[src/rtl/wb_txn_pkg.sv]
// Shared types and constants for the Wishbone transaction engine.
// Holds FSM encoding, response status codes and cycle-type codes.
package wb_txn_pkg;

  typedef enum logic [1:0] {
    S_IDLE,
    S_BEAT,
    S_HOLD,
    S_FLUSH
  } state_t;

  localparam logic [1:0] ST_OK    = 2'b00;
  localparam logic [1:0] ST_ERR   = 2'b01;
  localparam logic [1:0] ST_TMO   = 2'b10;
  localparam logic [1:0] ST_FLUSH = 2'b11;

  localparam logic [2:0] CTI_CLASSIC = 3'b000;
  localparam logic [2:0] CTI_INCR    = 3'b010;
  localparam logic [2:0] CTI_EOB     = 3'b111;

  function automatic logic [7:0] sat_inc(
    input logic [7:0] v
  );
    return (v == 8'hFF) ? v : v + 8'd1;
  endfunction

endpackage

[src/rtl/wb_txn_fifo.sv]
// Synchronous show-ahead command FIFO.
// Head is visible on dout whenever empty is low.
module wb_txn_fifo #(
  parameter int W     = 8,
  parameter int DEPTH = 8
) (
  input  logic                   clk,
  input  logic                   reset,
  input  logic                   push,
  input  logic [W-1:0]           din,
  input  logic                   pop,
  output logic [W-1:0]           dout,
  output logic                   full,
  output logic                   empty,
  output logic [$clog2(DEPTH):0] count
);

  localparam int PW = $clog2(DEPTH);

  logic [W-1:0]  mem [DEPTH];
  logic [PW-1:0] wp;
  logic [PW-1:0] rp;

  always_ff @(posedge clk) begin
    if (reset) begin
      wp    <= '0;
      rp    <= '0;
      count <= '0;
    end else begin
      if (push) wp <= wp + PW'(1);
      if (pop)  rp <= rp + PW'(1);
      unique case ({push, pop})
        2'b10:   count <= count + (PW+1)'(1);
        2'b01:   count <= count - (PW+1)'(1);
        default: count <= count;
      endcase
    end
  end

  always_ff @(posedge clk) begin
    if (push) mem[wp] <= din;
  end

  assign dout  = mem[rp];
  assign full  = (count == (PW+1)'(DEPTH));
  assign empty = (count == '0);

endmodule

[src/rtl/wb_txn_engine.sv]
// Queued Wishbone master: FIFO of beats, burst FSM, ordered responses.
// A one-entry skid behind the response register absorbs a late stall.
module wb_txn_engine
  import wb_txn_pkg::*;
#(
  parameter int AW      = 30,
  parameter int DW      = 32,
  parameter int DEPTH   = 8,
  parameter int TIMEOUT = 255
) (
  input  logic            clk48,
  input  logic            reset,
  input  logic            cmd_valid,
  output logic            cmd_ready,
  input  logic            cmd_we,
  input  logic [AW-1:0]   cmd_adr,
  input  logic [DW-1:0]   cmd_dat,
  input  logic [DW/8-1:0] cmd_sel,
  input  logic            cmd_last,
  output logic            rsp_valid,
  input  logic            rsp_ready,
  output logic [DW-1:0]   rsp_dat,
  output logic [1:0]      rsp_status,
  output logic [AW-1:0]   wishbone_adr,
  output logic [DW-1:0]   wishbone_datwr,
  input  logic [DW-1:0]   wishbone_datrd,
  output logic [DW/8-1:0] wishbone_sel,
  output logic            wishbone_cyc,
  output logic            wishbone_stb,
  output logic            wishbone_we,
  output logic [2:0]      wishbone_cti,
  output logic [1:0]      wishbone_bte,
  input  logic            wishbone_ack,
  input  logic            wishbone_err,
  output logic [7:0]      err_count
);

  localparam int SW = DW / 8;
  localparam int CW = AW + DW + SW + 2;
  localparam int NW = $clog2(DEPTH) + 1;
  localparam int TW = $clog2(TIMEOUT + 1);
  localparam logic [TW-1:0] TLIM = TW'(TIMEOUT - 1);

  state_t state;
  state_t state_nx;

  logic          push;
  logic          pop;
  logic          full;
  logic          empty;
  logic [NW-1:0] count;
  logic [CW-1:0] head;

  logic          h_we;
  logic          h_last;
  logic [SW-1:0] h_sel;
  logic [DW-1:0] h_dat;
  logic [AW-1:0] h_adr;

  logic [TW-1:0] wait_cnt;
  logic          wait_inc;

  logic          sk_valid;
  logic [DW-1:0] sk_dat;
  logic [1:0]    sk_status;

  logic          ld;
  logic [DW-1:0] ld_dat;
  logic [1:0]    ld_status;
  logic          bump;

  logic          start_ok;
  logic          more;
  logic          cont;
  logic          room;

  assign push      = cmd_valid && !full;
  assign cmd_ready = !full;

  wb_txn_fifo #(
    .W     (CW),
    .DEPTH (DEPTH)
  ) u_fifo (
    .clk   (clk48),
    .reset (reset),
    .push  (push),
    .din   ({cmd_we, cmd_last, cmd_sel, cmd_dat, cmd_adr}),
    .pop   (pop),
    .dout  (head),
    .full  (full),
    .empty (empty),
    .count (count)
  );

  assign {h_we, h_last, h_sel, h_dat, h_adr} = head;

  // a beat may only start once its response is guaranteed a slot
  assign start_ok = !empty && (!rsp_valid || rsp_ready);
  assign more     = (count > NW'(1)) || push;
  assign cont     = more && rsp_ready && !sk_valid;
  assign room     = !sk_valid || rsp_ready;

  assign wishbone_bte = 2'b00;

  always_ff @(posedge clk48) begin
    if (reset) begin
      state     <= S_IDLE;
      wait_cnt  <= '0;
      err_count <= '0;
    end else begin
      state    <= state_nx;
      wait_cnt <= wait_inc ? wait_cnt + TW'(1) : '0;
      if (bump) err_count <= sat_inc(err_count);
    end
  end

  always_ff @(posedge clk48) begin
    if (reset) begin
      rsp_valid  <= 1'b0;
      rsp_dat    <= '0;
      rsp_status <= ST_OK;
      sk_valid   <= 1'b0;
      sk_dat     <= '0;
      sk_status  <= ST_OK;
    end else if (!rsp_valid || rsp_ready) begin
      if (sk_valid) begin
        rsp_valid  <= 1'b1;
        rsp_dat    <= sk_dat;
        rsp_status <= sk_status;
        sk_valid   <= ld;
        if (ld) begin
          sk_dat    <= ld_dat;
          sk_status <= ld_status;
        end
      end else begin
        rsp_valid <= ld;
        if (ld) begin
          rsp_dat    <= ld_dat;
          rsp_status <= ld_status;
        end
      end
    end else if (ld) begin
      sk_valid  <= 1'b1;
      sk_dat    <= ld_dat;
      sk_status <= ld_status;
    end
  end

  always_comb begin
    state_nx       = state;
    pop            = 1'b0;
    ld             = 1'b0;
    ld_dat         = '0;
    ld_status      = ST_OK;
    bump           = 1'b0;
    wait_inc       = 1'b0;
    wishbone_cyc   = 1'b0;
    wishbone_stb   = 1'b0;
    wishbone_we    = 1'b0;
    wishbone_adr   = '0;
    wishbone_datwr = '0;
    wishbone_sel   = '0;
    wishbone_cti   = CTI_CLASSIC;
    unique case (state)
      S_IDLE: begin
        if (start_ok) state_nx = S_BEAT;
      end
      S_BEAT: begin
        wishbone_cyc   = 1'b1;
        wishbone_stb   = 1'b1;
        wishbone_we    = h_we;
        wishbone_adr   = h_adr;
        wishbone_datwr = h_dat;
        wishbone_sel   = h_sel;
        wishbone_cti   = h_last ? CTI_EOB : CTI_INCR;
        unique case (1'b1)
          wishbone_err: begin
            pop       = 1'b1;
            ld        = 1'b1;
            ld_status = ST_ERR;
            bump      = 1'b1;
            state_nx  = h_last ? S_IDLE : S_FLUSH;
          end
          wishbone_ack: begin
            pop    = 1'b1;
            ld     = 1'b1;
            ld_dat = h_we ? '0 : wishbone_datrd;
            if (h_last)    state_nx = S_IDLE;
            else if (cont) state_nx = S_BEAT;
            else           state_nx = S_HOLD;
          end
          (wait_cnt == TLIM): begin
            pop       = 1'b1;
            ld        = 1'b1;
            ld_status = ST_TMO;
            bump      = 1'b1;
            state_nx  = h_last ? S_IDLE : S_FLUSH;
          end
          default: wait_inc = 1'b1;
        endcase
      end
      S_HOLD: begin
        wishbone_cyc = 1'b1;
        if (start_ok) state_nx = S_BEAT;
      end
      S_FLUSH: begin
        if (!empty && room) begin
          pop       = 1'b1;
          ld        = 1'b1;
          ld_status = ST_FLUSH;
          if (h_last) state_nx = S_IDLE;
        end
      end
      default: state_nx = S_IDLE;
    endcase
  end

endmodule
[config.mk]
export PLATFORM = sky130hd
export DESIGN_NAME = wb_txn_engine
export DESIGN_NICKNAME = d
export VERILOG_FILES = /design/src/rtl/wb_txn_pkg.sv /design/src/rtl/wb_txn_fifo.sv /design/src/rtl/wb_txn_engine.sv
export SDC_FILE = /design/constraint.sdc
export NUM_CORES = 1
export LEC_CHECK = 0
export CORE_MARGIN = 2
export CORE_UTILIZATION = 52
export DETAILED_ROUTE_END_ITERATION = 8
export GPL_ROUTABILITY_DRIVEN = 0
export GPL_TIMING_DRIVEN = 0
export PLACE_DENSITY = 0.76
export SLEW_MARGIN = 20
export SYNTH_ARGS = -nofsm -noshare
export SYNTH_HDL_FRONTEND = slang
export SYNTH_SLANG_ARGS = --single-unit
[constraint.sdc]
create_clock -name clk48 -period 8.5 [get_ports clk48]
set_input_delay 1.275 -clock clk48 [delete_from_list [all_inputs] [get_ports clk48]]
set_output_delay 1.275 -clock clk48 [all_outputs]
set_load 0.1 [all_outputs]
======== Word-level counts from Yosys, hierarchy flattened ========
Memory sizes are Yosys's and may differ from the RTL's. A register that Yosys moved wholly into a read port is not among the register bits.
Index checks and enable logic that the tools add are counted.
Widths: inputs -> output; s select.
operators by class
  magnitude comparators ................... 1
  bitwise gates (word level) .............. 2
  $add $sub $neg .......................... 6
  muxes and demuxes ....................... 48
  shift operators ......................... 0
  div/mod/pow operators ................... 0
  eq/ne operators ......................... 13
  multiply operators ...................... 0
  reductions and logical operators ........ 25
operators by type and width
  kind                 number
  $mux 32              9
  $mux 30              1
  $mux 2               12
  $add 8x1->8 const B  2
  $eq 8x8->1 const B   2
  $mux 1               15
  $mux 3               4
  $pmux 2 s2           3
  $pmux 4 s2           1
  $reduce_or 2->1      4
  $add 3x1->3 const B  2
  $eq 2x2->1 const B   3
  $ne 2x2->1 const B   3
  $pmux 2 s3           1
  $reduce_bool 2->1    3
  $logic_and 1x1->1    5
  $add 4x1->4 const B  1
  $eq 2x1->1 const B   2
  $eq 4x4->1 const B   1
  $gt 4x1->1 const B   1
  $logic_not 1->1      4
  $logic_not 4->1      1
  $mux 4               1
  $reduce_and 2->1     2
  other kinds (9)      12
word-level totals
  input bits .............................. 106
  word-level logic and storage cells ...... 108
  memory bits (writable) .................. 544
  output and inout port bits .............. 118
  memories ................................ 1
  bits in latches ......................... 0
  register bits ........................... 98
  bits in read-only memories .............. 0
memories
  memory      words  width  read ports  clocked after Yosys merged registers in  write ports  line               RTL
  u_fifo.mem  8      68     1           1                                        1            wb_txn_fifo.sv:20  logic [W-1:0] mem [DEPTH];

======== Depth between registers and ports, before layout ========
Gate-level depths: netlist (run 1).
  word-level depth ........................ 10
  depth in mapped cells ................... 12
  mapped depth without buffers ............ 11

======== Modules after synthesis ========
Synthesis (run 1) repeated with hierarchy kept, for this count alone.
unflattened totals
  cells, all modules ...................... 1422
  area, all modules ....................... 25794.7 µm²
modules (own cells, without submodules)
  module         cells an instance  sequential area each (µm²)  area each (µm²)  times used
  wb_txn_fifo    858                16595.9                     21152.8          1
  wb_txn_engine  564                1761.7                      4642.0           1

======== Worst setup path after synthesis (run 1) ========
Ideal clock, no wire load.
  kind .................................... reg2reg
  start point ............................. register u_fifo.count[0]
  end point ............................... memory u_fifo.mem[0][0] (netlist name) (enable)
  slack ................................... -0.551 ns
  period minus slack after synthesis ...... 9.051 ns
  path buffers ............................ 0
  data required time ...................... 7.835 ns
  arrival ................................. 8.386 ns
  cell stages (with the launch flop) ...... 6
  library setup time ...................... 0.665 ns
  cells stage by stage .................... dfxtp_1 > inv_1 > ha_1 > nand3b_1 > nand2_1 > nor4_1
on the way
  word-level cells in the longest chain between the ends .. 5
RTL lines
  element                       line                 RTL
  from (decl)                   wb_txn_fifo.sv:15    output logic [$clog2(DEPTH):0] count
  from (signal assigned)        wb_txn_fifo.sv:33    2'b10: count <= count + (PW+1)'(1);
  from (signal assigned)        wb_txn_fifo.sv:34    2'b01: count <= count - (PW+1)'(1);
  from (signal assigned)        wb_txn_fifo.sv:35    default: count <= count;
  $eq 4x4->1                    wb_txn_fifo.sv:45    assign full = (count == (PW+1)'(DEPTH));
  $logic_not 1->1               n/a
  named net cmd_ready           wb_txn_engine.sv:14  output logic cmd_ready,
  $logic_and 1x1->1             wb_txn_engine.sv:77  assign push = cmd_valid && !full;
  $mux 1                        wb_txn_fifo.sv:41    if (push) mem[wp] <= din;
  $mux 1 (implied by the code)  wb_txn_fifo.sv:41
  to (decl)                     wb_txn_fifo.sv:20
The timed path passes the listed nets, and every way through them passes these cells.

==> flow_metrics.env, run 1 <==
export IMPL_status="finished clean"
export IMPL_dr_pass1_iters=5
export IMPL_slew_headroom=0.253
export IMPL_reg2reg_slack_ns=5.39
export IMPL_grt_usage=0.232
export IMPL_rows=80
export IMPL_ys_types=49
export IMPL_cts_buffers=67
export IMPL_antenna_found_initial=7
export IMPL_syn_avg_cell_area_um2=17.6
export IMPL_syn_area_mm2=0.0253
export IMPL_die_x_um=225
export IMPL_drtAntennaViolNets=0
export IMPL_seq_area_frac_synth=0.724
export IMPL_busiest_layer="met2"
export IMPL_layout_nets=1910
export IMPL_syn2layout_area_growth_pct=23.0
export IMPL_clk_pin_slew_ns=0.06
export IMPL_first_global_vias=14400
export IMPL_dp_hpwl_mm=38.2
export IMPL_grt_max_degree=21
export IMPL_via_per_inst=5.76
export IMPL_met2_usage=0.392
export IMPL_finalCritPeriodShare=0.693
export IMPL_core_mm2=0.0479
export IMPL_clockBufferDepth=3
export IMPL_io_pins=224
export IMPL_peakVddDrop_uv=255
export IMPL_final_setup_viol_count=0
export IMPL_worst_slew_pin_slew_ns=1.12
export IMPL_ys_ff_latch=645
export IMPL_hold_buffers=0
export IMPL_worstPathRequired_ns=7.22
export IMPL_grt_pass1_wl_mm=87.0
export IMPL_drv_cap=0
export IMPL_cp_cell_sequence="clkbuf_1 -> buf_1 -> clkbuf_1 -> mux4_2 -> mux2i_1 -> nor2_1 -> clkdlybuf4s50_1"
export IMPL_skew_ns=0.0186
export IMPL_end_kind="output pin"
export IMPL_postCtsSetupBuffers=0
export IMPL_slowest_stage="clkdlybuf4s50_1"
export IMPL_layout_drive_gt1_share=0.184
export IMPL_wl_per_cell_um=23.5
export IMPL_wl_mm=57.8
export IMPL_drcViolationCount=0
export IMPL_drv_slew=0
export IMPL_path_max_fanout=10
export IMPL_die_area_mm2=0.0505
export IMPL_h_tree_depth=3
export IMPL_max_freq_mhz=170
export IMPL_vias=14100
export IMPL_synth_edf_count=544
export IMPL_cts_resized=0
export IMPL_synthFlopType="edfxtp_1"
export IMPL_port_buffers=220
export IMPL_use_met3=0.0525
export IMPL_die_y_um=225
export IMPL_finalSetupTns_ns=0
export IMPL_drt_iter0_drc=1363
export IMPL_root_buffer="clkbuf_16"
export IMPL_post_route_min_period_ns=5.89
export IMPL_instances_no_fill=2453
export IMPL_cp_start_kind="flip-flop"
export IMPL_cts_sinks=645
export IMPL_yosysWarnings=0
export IMPL_grt_ovfl_total=0
export IMPL_async_flop_share=0
export IMPL_cpMostUsedCell="clkbuf_1"
export IMPL_clk_insertion_delay_late_ns=0.60
export IMPL_p_leak_nw=9.85
export IMPL_slowest_delay_ns=1.21
export IMPL_start_util=0.529
export IMPL_grt_setup_unrepaired="no"
export IMPL_arrival_ns=4.61
export IMPL_finalHoldViolations=0
export IMPL_hp_class="flip-flop to flip-flop"
export IMPL_cts_tree="built"
export IMPL_path_class="flip-flop to output pin"
export IMPL_postSynthCellCount=1441
export IMPL_power_density_mw_per_mm2=281
export IMPL_dp_cells=2335
export IMPL_met1_usage=0.307
per-layer routing:
metal  routed length, um  part of all wire  vias to the layer above
li1                    -                 -                     6330
met4                1210             0.021                       10
met1               23200              0.40                     7217
met2               29400              0.51                      492
met3                3960             0.068                       89
met5                  58            0.0010                        -
cell type report:
class	instances	area (um^2)
fill	3257	16800
inverter	12	45.0
multi-input combinational	697	6590
buffer	88	419
timing repair buffer	278	2820
antenna	3	7.51
clock inverter	34	375
sequential	645	18400
tap	615	769
clock buffer	81	1790
cells in the mapped netlist, types with 2 or more instances:
| master | count | area share |
|---|---|---|
| and3_1 | 6 | 0.0015 |
| buf_2 | 19 | 0.0038 |
| buf_6 | 4 | 0.0018 |
| clkbuf_1 | 48 | 0.0071 |
| mux2i_1 | 104 | 0.041 |
| nand3_1 | 12 | 0.0024 |
| buf_1 | 8 | 0.0012 |
| nand4_1 | 5 | 0.0012 |
| nor3_1 | 7 | 0.0014 |
| nor2_1 | 103 | 0.015 |
| ha_1 | 15 | 0.0074 |
| o21ai_1 | 6 | 0.0012 |
| inv_2 | 2 | 0.00030 |
| dfxtp_1 | 101 | 0.080 |
| a21oi_1 | 43 | 0.0085 |
| o21ai_0 | 34 | 0.0067 |
| a211o_1 | 3 | 0.0010 |
| xor2_1 | 12 | 0.0041 |
| nand2_1 | 138 | 0.020 |
| or3_1 | 2 | 0.00049 |
| mux4_2 | 136 | 0.12 |
| o2bb2ai_1 | 32 | 0.011 |
| a211oi_1 | 3 | 0.00089 |
| nand2b_1 | 3 | 0.00074 |
| xnor2_1 | 7 | 0.0024 |
| edfxtp_1 | 544 | 0.64 |
| o21a_1 | 2 | 0.00059 |
| inv_1 | 10 | 0.0015 |
| nor2b_1 | 2 | 0.00049 |
| buf_4 | 9 | 0.0027 |
| and4_1 | 3 | 0.0010 |
flip-flops by register name, indices dropped and copies added (netlist names), named ones only:
register and cells:
u_fifo.count 4, rsp_status 2, sk_valid 1, wait_cnt 8
sk_status 2, u_fifo.rp 3, rsp_valid 1, sk_dat 32
state 2, u_fifo.wp 3, err_count 8, rsp_dat 32
u_fifo.mem 544
where the power goes:
part	internal (mW)	leakage (nW)	switching (mW)
combinational	0.718	3.02	1.52
sequential	3.55	5.76	0.0510
clock	1.72	1.07	1.19
total	5.99	9.85	2.76
worst max-delay path, delay by kind of cell, from the launching register on:
family        cells  cell delay (ns)
buf+inv           4             2.97
mux               2             0.41
flops             1             0.32
simple gates      1             0.32
through the flow:
stage                      util  power (mW)  area, um^2  hold WS [ns]  worst slack, ns
after global routing      0.650        9.04       31200         0.479             2.38
after detailed placement  0.605        5.92       29000         0.449             3.17
after floorplan               -        5.32       25400         0.435             1.33
after global placement    0.591        5.88       28300         0.442            -3.70
final                     0.650        8.75       31200         0.461             2.61
after CTS                 0.650        8.82       31200         0.460             2.51
cell families (layout without fill, tap and decap cells):
group | count (synthesis) | in the layout | synth area share
AOI/OAI and AO/OA | 133 | 133 | 0.0342
xor gates and xnor gates | 19 | 19 | 0.00657
adders and majority gates | 15 | 15 | 0.00740
buffers and inverters | 100 | 493 | 0.0183
DFF | 645 | 645 | 0.724
muxes | 240 | 240 | 0.162
other | 1 | 5 | 0.000148
and+or+nand+nor | 288 | 288 | 0.0472
worst paths after layout:
path | startpoint | end | depth (start not counted)
max | flip-flop | wishbone_datwr[31] | 7
min | sk_dat[14] | sk_dat[14] | 2
max reg2reg | u_fifo.count[0] | u_fifo.mem[3][12] | 9
min reg2reg | sk_dat[14] | sk_dat[14] | 2
cell usage in the layout (no fill, tap or decap), types with 3 or more instances in the layout:
cell	count
bufinv_16	7
nor3_2	4
clkbuf_16	69
xor2_1	12
mux2i_1	104
buf_6	15
nor2_1	100
o21ai_1	6
a211oi_1	3
dfxtp_1	101
buf_12	8
nor2_4	4
inv_1	10
nand2_1	138
buf_1	7
nand3_1	12
a21oi_1	43
o2bb2ai_1	32
clkinv_1	9
clkbuf_1	58
ha_1	15
mux4_2	136
o21ai_0	34
edfxtp_1	544
and4_1	3
a211o_1	3
clkinv_2	14
and3_1	6
buf_4	46
nor3_1	3
diode_2	3
clkdlybuf4s50_1	220
buf_2	19
nand2b_1	3
nand4_1	5
xnor2_1	7
No activity file was read; power rests on OpenSTA's default activity.
==> run 2: changes to the inputs <==
- clock period: 8.5 -> 5.2 ns (I/O delays scaled with it)
==> flow_metrics.env, run 2 (synthesized netlist as in run 1, its figures left out) <==
export IMPL_p_leak_nw=10.1
export IMPL_hold_buffers=0
export IMPL_syn2layout_area_growth_pct=23.0
export IMPL_vias=14100
export IMPL_cts_tree="built"
export IMPL_worstPathRequired_ns=4.42
export IMPL_critical_path_buf_inv_count=4
export IMPL_drcViolationCount=0
export IMPL_root_buffer="clkbuf_16"
export IMPL_final_setup_viol_count=0
export IMPL_h_tree_depth=3
export IMPL_drv_slew=0
export IMPL_wl_mm=57.0
export IMPL_status="finished clean"
export IMPL_fin_area_mm2=0.0312
export IMPL_slew_headroom=0.240
export IMPL_dp_hpwl_mm=38.1
export IMPL_postCtsSetupBuffers=0
export IMPL_wl_per_cell_um=23.2
export IMPL_finalHoldViolations=0
export IMPL_die_area_mm2=0.0505
export IMPL_cts_sinks=645
export IMPL_skew_ns=0.0159
export IMPL_grt_usage=0.229
export IMPL_hp_class="flip-flop to flip-flop"
export IMPL_drv_cap=0
export IMPL_rows=80
export IMPL_grt_ovfl_total=0
export IMPL_critical_path_top_delay_family="buffers and inverters"
export IMPL_cpMostUsedCell="clkbuf_1"
export IMPL_slowest_stage="clkdlybuf4s50_1"
export IMPL_start_util=0.529
export IMPL_core_mm2=0.0479
export IMPL_clockBufferDepth=3
export IMPL_slowest_delay_ns=0.99
export IMPL_drtAntennaViolNets=0
export IMPL_via_per_inst=5.76
export IMPL_die_y_um=225
export IMPL_top_register="u_fifo.mem"
export IMPL_io_pins=224
export IMPL_worst_slew_pin_slew_ns=1.15
export IMPL_placed_cell_area_mm2=0.0291
export IMPL_arrival_ns=4.31
export IMPL_antenna_found_initial=7
export IMPL_first_global_vias=14500
export IMPL_top_regs="u_fifo.mem: 544 flops, rsp_dat: 32 flops, sk_dat: 32 flops"
export IMPL_instances_no_fill=2456
export IMPL_cts_buffers=66
export IMPL_end_kind="output pin"
export IMPL_layout_nets=1908
export IMPL_path_max_fanout=10
export IMPL_drt_iter0_drc=1278
export IMPL_grt_pass1_wl_mm=86.3
export IMPL_cp_cell_sequence="clkbuf_1 -> buf_2 -> clkbuf_1 -> mux4_2 -> mux2i_1 -> nor2_1 -> clkdlybuf4s50_1"
export IMPL_final_cell_mix="edfxtp_1 (544), clkdlybuf4s50_1 (188), nand2_1 (138)"
export IMPL_grt_max_degree=21
export IMPL_dr_pass1_iters=5
export IMPL_regArea_mm2=0.0184
export IMPL_port_buffers=220
export IMPL_clk_insertion_delay_late_ns=0.60
export IMPL_layout_drive_gt1_share=0.179
export IMPL_final_common_cell="edfxtp_1"
export IMPL_n_fill_cell=3264
export IMPL_multi_input_area_mm2=0.00659
export IMPL_power_density_mw_per_mm2=450
export IMPL_die_x_um=225
export IMPL_clk_pin_slew_ns=0.05
export IMPL_max_freq_mhz=196
export IMPL_dp_cells=2334
export IMPL_path_class="flip-flop to output pin"
export IMPL_cp_start_kind="flip-flop"
export IMPL_grt_setup_unrepaired="no"
export IMPL_post_route_min_period_ns=5.09
export IMPL_largest_reg_flops=544
export IMPL_peakVddDrop_uv=520
export IMPL_finalCritPeriodShare=0.979
[run 2: area by class of cell]
cell class                      count  area share
Buffer                             88      0.0135
Tap cell                          615      0.0247
Clock buffer                       90      0.0599
Timing Repair Buffer              277      0.0939
Multi-Input combinational cell    697       0.211
Sequential cell                   645       0.589
Inverter                           12     0.00144
Clock inverter                     30     0.00646
Antenna cell                        2    0.000160
[run 2: worst register-to-register path: cells and delay by family, from the launching register on]
family                     cells  cell delay [ns]
DFF                            1             0.43
adders and majority gates      1             0.24
buffers and inverters          4             0.79
and+or+nand+nor                3             1.20
[run 2: layer usage]
metal	up-vias	GRT usage	routed length [um]
met1	7199	0.298	23300
li1	6327	-	-
met3	111	0.0547	4020
met2	489	0.382	28300
met5	-	0	78
met4	12	0.0728	1370
[run 2: final timing paths]
check	start	slack (ns)	to	depth (start not counted)
max	flip-flop	0.11	wishbone_adr[21]	7
max reg2reg	u_fifo.count[0]	2.24	u_fifo.mem[5][57]	8
min	sk_dat[30]	0.46	sk_dat[30]	2
min reg2reg	sk_dat[30]	0.46	sk_dat[30]	2
[run 2: power by group]
part / total (mW) / internal [mW] / switching [mW] / leakage [nW]
Combinational: 3.64 / 1.15 / 2.49 / 3.33
Sequential: 5.89 / 5.81 / 0.0817 / 5.76
Clock: 4.50 / 2.58 / 1.92 / 1.01
[run 2: what timing repair did]
item	CTS	global route
endpoints found under the setup margin	66	12
gates resized for setup	22	12
cloned	0	0
[run 2: through the flow]
stage | utilization | setup TNS (ns) | power (mW) | worst slack [ns] | hold WS, ns
after floorplan | - | -471.45 | 8.70 | -1.97 | 0.435
after global placement | 0.591 | -2355.79 | 9.61 | -6.62 | 0.442
after detailed placement | 0.607 | 0 | 9.68 | 0.368 | 0.448
after CTS | 0.650 | 0 | 14.1 | 0.0608 | 0.458
after global routing | 0.650 | 0 | 14.5 | 0.000613 | 0.477
final | 0.650 | 0 | 14.0 | 0.111 | 0.455
